--- src/rtl/contador_modn.sv ---
// Modulo-N up/down counter with parallel load, optional one-shot stop,
// combinational terminal-count for cascading and a registered wrap/stop pulse.
module contador_modn #(
  parameter int MODULO = 10,
  parameter int WIDTH  = 4
) (
  input  logic             clk,
  input  logic             clearn,
  input  logic [WIDTH-1:0] data,
  input  logic             load,
  input  logic             en,
  input  logic             dir,
  input  logic             oneshot,
  output logic [WIDTH-1:0] count,
  output logic             tc,
  output logic             count_end,
  output logic             running
);

  localparam logic [WIDTH-1:0] MAX_VAL = WIDTH'(MODULO - 1);
  localparam logic [WIDTH:0]   MOD_EXT = (WIDTH + 1)'(MODULO);

  // ST_STOP is the one-shot parked state; only load or clearn leaves it.
  typedef enum logic {ST_RUN = 1'b0, ST_STOP = 1'b1} state_t;

  state_t           state, state_next;
  logic [WIDTH-1:0] count_next;
  logic             end_next;
  logic [WIDTH-1:0] terminal;
  logic             at_term;
  logic [WIDTH-1:0] load_val;

  always_comb begin
    terminal = dir ? MAX_VAL : '0;
    at_term  = (count == terminal);
    // Compare one bit wider so MODULO == 2**WIDTH is handled correctly.
    load_val = ({1'b0, data} >= MOD_EXT) ? MAX_VAL : data;
  end

  always_ff @(posedge clk or negedge clearn) begin
    if (!clearn) begin
      state     <= ST_RUN;
      count     <= '0;
      count_end <= 1'b0;
    end else begin
      state     <= state_next;
      count     <= count_next;
      count_end <= end_next;
    end
  end

  always_comb begin
    state_next = state;
    count_next = count;
    end_next   = 1'b0;
    if (!load) begin
      count_next = load_val;
      state_next = ST_RUN;
    end else if (en && state == ST_RUN) begin
      if (!at_term) begin
        count_next = dir ? count + 1'b1 : count - 1'b1;
      end else if (oneshot) begin
        state_next = ST_STOP;
        end_next   = 1'b1;
      end else begin
        count_next = dir ? '0 : MAX_VAL;
        end_next   = 1'b1;
      end
    end
  end

  always_comb begin
    running = (state == ST_RUN);
    tc      = en && at_term && (state == ST_RUN);
  end

endmodule

--- config.mk ---
export PLATFORM = sky130hd
export DESIGN_NAME = contador_modn
export DESIGN_NICKNAME = d
export VERILOG_FILES = /design/src/rtl/contador_modn.sv
export SDC_FILE = /design/constraint.sdc
export NUM_CORES = 1
export LEC_CHECK = 0
export ABC_AREA = 0
export CORE_AREA = 5 5 42 44
export CTS_CLUSTER_DIAMETER = 50
export DETAILED_ROUTE_END_ITERATION = 16
export DIE_AREA = 0 0 47 49
export GPL_ROUTABILITY_DRIVEN = 0
export PLACE_DENSITY = 0.62
export SKIP_CTS_REPAIR_TIMING = 1
export SLEW_MARGIN = 20
export SYNTH_ARGS = -nofsm -noshare
export SYNTH_HDL_FRONTEND = slang
export SYNTH_SLANG_ARGS = --single-unit
--- constraint.sdc ---
create_clock -name clk -period 6.5 [get_ports clk]
set_input_delay 1.95 -clock clk [delete_from_list [all_inputs] [get_ports clk]]
set_output_delay 1.95 -clock clk [all_outputs]
set_load 0.02 [all_outputs]
==> impl_metrics.env, run 1 <==
export IMPL_slew_worst_pin_ps=325
export IMPL_seq_area_frac_synth_pct=32.7
export IMPL_h_tree_depth=1
export IMPL_cts_buf_count=3
export IMPL_clock_latency_at_the_later_pin_of_the_worst_skew_pair_ps=240
export IMPL_core_area_um2=1400
export IMPL_post_drt_via_cell_ratio=5.09
export IMPL_post_route_cells_drive_above_1_share_pct=8.70
export IMPL_setup_repair_after_global_routing_missed_its_margin="false"
export IMPL_setup_slack_placement_ps=546
export IMPL_multiInputGateArea_um2=294
export IMPL_hold_depth=2
export IMPL_synth_top_cell_area_share_pct=32.7
export IMPL_die_area_um2=2300
export IMPL_ys_warnings_count=0
export IMPL_areaGrowthSynthToFinish_pct=43.3
export IMPL_ir_worst_vdd_uv=98.0
export IMPL_post_dp_cell_area_um2=636
export IMPL_start_util_pct=32.8
export IMPL_synthesized_nets=64
export IMPL_tritoncts_num_sinks=6
export IMPL_start_kind="input pin"
export IMPL_timing_max_cap_violations=0
export IMPL_grt_overflow_total=0
export IMPL_crit_path_max_incr_delay_ps=600
export IMPL_totalNegativeSetupSlack_ps=0
export IMPL_drt_iter0_markers=7
export IMPL_crit_path_max_fanout=7
export IMPL_post_synth_inst_count=51
export IMPL_synth_cell_type_count=29
export IMPL_global_route_peak_usage_layer="met2"
export IMPL_outcome="finished, final reports clean"
export IMPL_met3_global_route_usage_pct=1.11
export IMPL_netlist_top_cells_area="dfrtp_1 (33%), ha_1 (5.4%), a21oi_1 (4.4%)"
export IMPL_hold_violation_count_in_the_final_report=0
export IMPL_grt_first_pass_wirelength_um=1580
export IMPL_fillCellCount=148
export IMPL_detailedRoute_firstPassIterationCount=4
export IMPL_routed_wire_length_per_instance_um=11.4
export IMPL_post_route_cell_area_um2=658
export IMPL_cp_end_kind="output port"
export IMPL_timing_hold_worst_class="reg2reg"
export IMPL_timing_critical_path_required_ps=4550
export IMPL_vias_in_the_first_global_route=394
export IMPL_portBuffers=16
export IMPL_critPathMostFrequentCell="clkdlybuf4s50_1"
export IMPL_worst_r2r_path_depth=5
export IMPL_ioPinCount=17
export IMPL_power_density_nw_per_um2=229
export IMPL_finClkSkew_ps=1.60
export IMPL_final_max_slew_violation_count=0
export IMPL_seqCellArea_um2=150
export IMPL_layout_worst_path_cycle_share_pct=91.5
export IMPL_dr_total_vias=433
export IMPL_number_of_nets_in_the_layout=84
export IMPL_reg2reg_slack_ps=4750
export IMPL_drtAntennaViolNets=0
export IMPL_die_w_um=47
export IMPL_worst_slack_ps=553
export IMPL_final_setup_viol_count=0
export IMPL_crit_path_cell_trace="clkdlybuf4s50_1, or3_1, a211oi_2, and3_4, clkdlybuf4s50_1"
export IMPL_fp_dieH_um=49
export IMPL_clk_pin_slew_ps=40
export IMPL_grt_start_max_net_pins=10
export IMPL_critical_path_slowest_cell="clkdlybuf4s50_1"
export IMPL_layout_commonest_cell="clkdlybuf4s50_1"
export IMPL_period_needed_ps=5950
export IMPL_total_leakage_power_nw=0.276
export IMPL_worstPathArrival_ps=4000
export IMPL_timing_worst_setup_path_type="in2out"
export IMPL_critical_path_n_buffers_inverters=2
export IMPL_mean_instance_size_in_the_synthesized_netlist_um2=9.00
export IMPL_clock_fmax_mhz=168
export IMPL_timing_critical_path_max_delay_family="buffers and inverters"
export IMPL_number_of_antenna_violations_at_the_first_check_in_global_routing=0
export IMPL_cts_root_buf="clkbuf_4"
export IMPL_met1_grt_util_pct=12.2
export IMPL_reg2reg_to="count[3]"
export IMPL_clock_tree_from_tritoncts="yes"
export IMPL_synth_area_um2=459
export IMPL_slew_limit_headroom_pct=78.3
export IMPL_remaining_drc_errors=0
export IMPL_antennaDiodeCount=0
export IMPL_floorplan_rows=14
export IMPL_synth_seq_cells=6
export IMPL_mostFrequentLayoutCells="clkdlybuf4s50_1 (16), dfrtp_1 (6), nand2_1 (4), a21oi_1 (4)"
export IMPL_total_track_usage_pct=9.26
export IMPL_hold_worst_path_end="state"
export IMPL_ctsLongestPathBuffers=2
export IMPL_min_from="state"
export IMPL_met2_usage_pct=13.1
export IMPL_r2r_start="count[0]"
export IMPL_netlist_top_cell_by_area="dfrtp_1"
export IMPL_drt_total_wl_um=969
## cells in the mapped netlist, drive strengths merged
cell    count
o31ai       1
and2        1
and3        1
nor2        2
inv         3
nor3b       1
a22oi       2
nand2       4
a211oi      1
clkbuf      1
nor2b       1
or3         1
xnor2       2
a21o        1
o211ai      1
a221oi      1
or2         1
o211a       1
o21ai       3
nand2b      2
or2b        1
fa          1
mux2i       1
ha          2
dfrtp       6
o22ai       1
a21oi       4
nand3       3
o32a        1
## cells by family after synthesis
family / after synthesis / synth area share (%)
simple gates: 18 / 22.1
compound gates: 17 / 26.2
buf+inv: 4 / 3.27
fa+ha+maj: 3 / 9.81
xor+xnor: 2 / 3.82
flops: 6 / 32.7
mux: 1 / 2.18
## worst min-delay path, delay by kind of cell (launching register included)
family / cells / cell delay (ps)
AOI/OAI and AO/OA: 1 / 50
DFF: 1 / 350
and+or+nand+nor: 1 / 100
## flip-flops by register name (all words and copies together), names as in the netlist
| name | cells |
|---|---|
| state | 1 |
| count_end | 1 |
| count | 4 |
## report_power, final
group | internal (mW) | switching [mW]
logic | 0.0355 | 0.0304
clock network | 0.0208 | 0.0120
registers | 0.0425 | 0.00941
total | 0.0988 | 0.0518
## metal layers
metal	share of wire, %	wire [um]
met3	5.0	48
met4	0	0
met5	0	0
met2	49	477
met1	46	444
## per-stage QoR
step	utilization, %	hold slack, ps	instances	power (mW)
floorplan	-	497	51	0.0930
global placement	45.4	525	82	0.118
detailed placement	45.4	534	82	0.119
CTS	47.0	544	85	0.154
global route	47.0	564	85	0.165
finish	47.0	539	85	0.151
## final cells by class
cell class                 instances  share of cell area [%]
tap                               16                    3.04
timing repair buffer              16                    24.3
clock buffer                       3                    3.42
multi-input combinational         41                    44.7
inverter                           3                    1.71
sequential                         6                    22.8
## worst max-delay path by stage
stage                     slack (ps)  cells after the start  to  startpoint
after floorplan                 1670                      3  tc         dir
after global placement           560                      5  tc         dir
after detailed placement         550                      5  tc         dir
after CTS                        540                      5  tc         dir
after global routing             430                      5  tc         dir
final                            550                      5  tc         dir
(Power assumes the default switching activity.)
==> run 2, diff against run 1 <==
==> constraint.sdc (replaced) <==
create_clock -name clk -period 7.7 [get_ports clk]
set_input_delay 2.31 -clock clk [delete_from_list [all_inputs] [get_ports clk]]
set_output_delay 2.31 -clock clk [all_outputs]
set_load 0.02 [all_outputs]
==> results of run 2 <==
Same layout as run 1 (identical final DEF). Status: finished, final reports clean.
Main changes from that run: setup slack after placement 546 ps -> 1030 ps; setup slack after layout 553 ps -> 1030 ps; register-to-register setup slack 4750 ps -> 5950 ps; total power 0.151 mW -> 0.127 mW; worst IR drop on VDD 98.0 uV -> 82.7 uV
==> run 3, diff against run 2 <==
--- a/config.mk
+++ b/config.mk
@@ -8,6 +8,7 @@
 export ABC_AREA = 0
 export CORE_AREA = 5 5 42 44
 export CTS_CLUSTER_DIAMETER = 50
+export CTS_CLUSTER_SIZE = 12
 export DETAILED_ROUTE_END_ITERATION = 16
 export DIE_AREA = 0 0 47 49
 export GPL_ROUTABILITY_DRIVEN = 0
==> results of run 3 <==
Same layout as run 1 (identical final DEF). Status: finished, final reports clean.
Main changes from that run: setup slack after placement 546 ps -> 1030 ps; setup slack after layout 553 ps -> 1030 ps; register-to-register setup slack 4750 ps -> 5950 ps; total power 0.151 mW -> 0.127 mW; worst IR drop on VDD 98.0 uV -> 82.7 uV
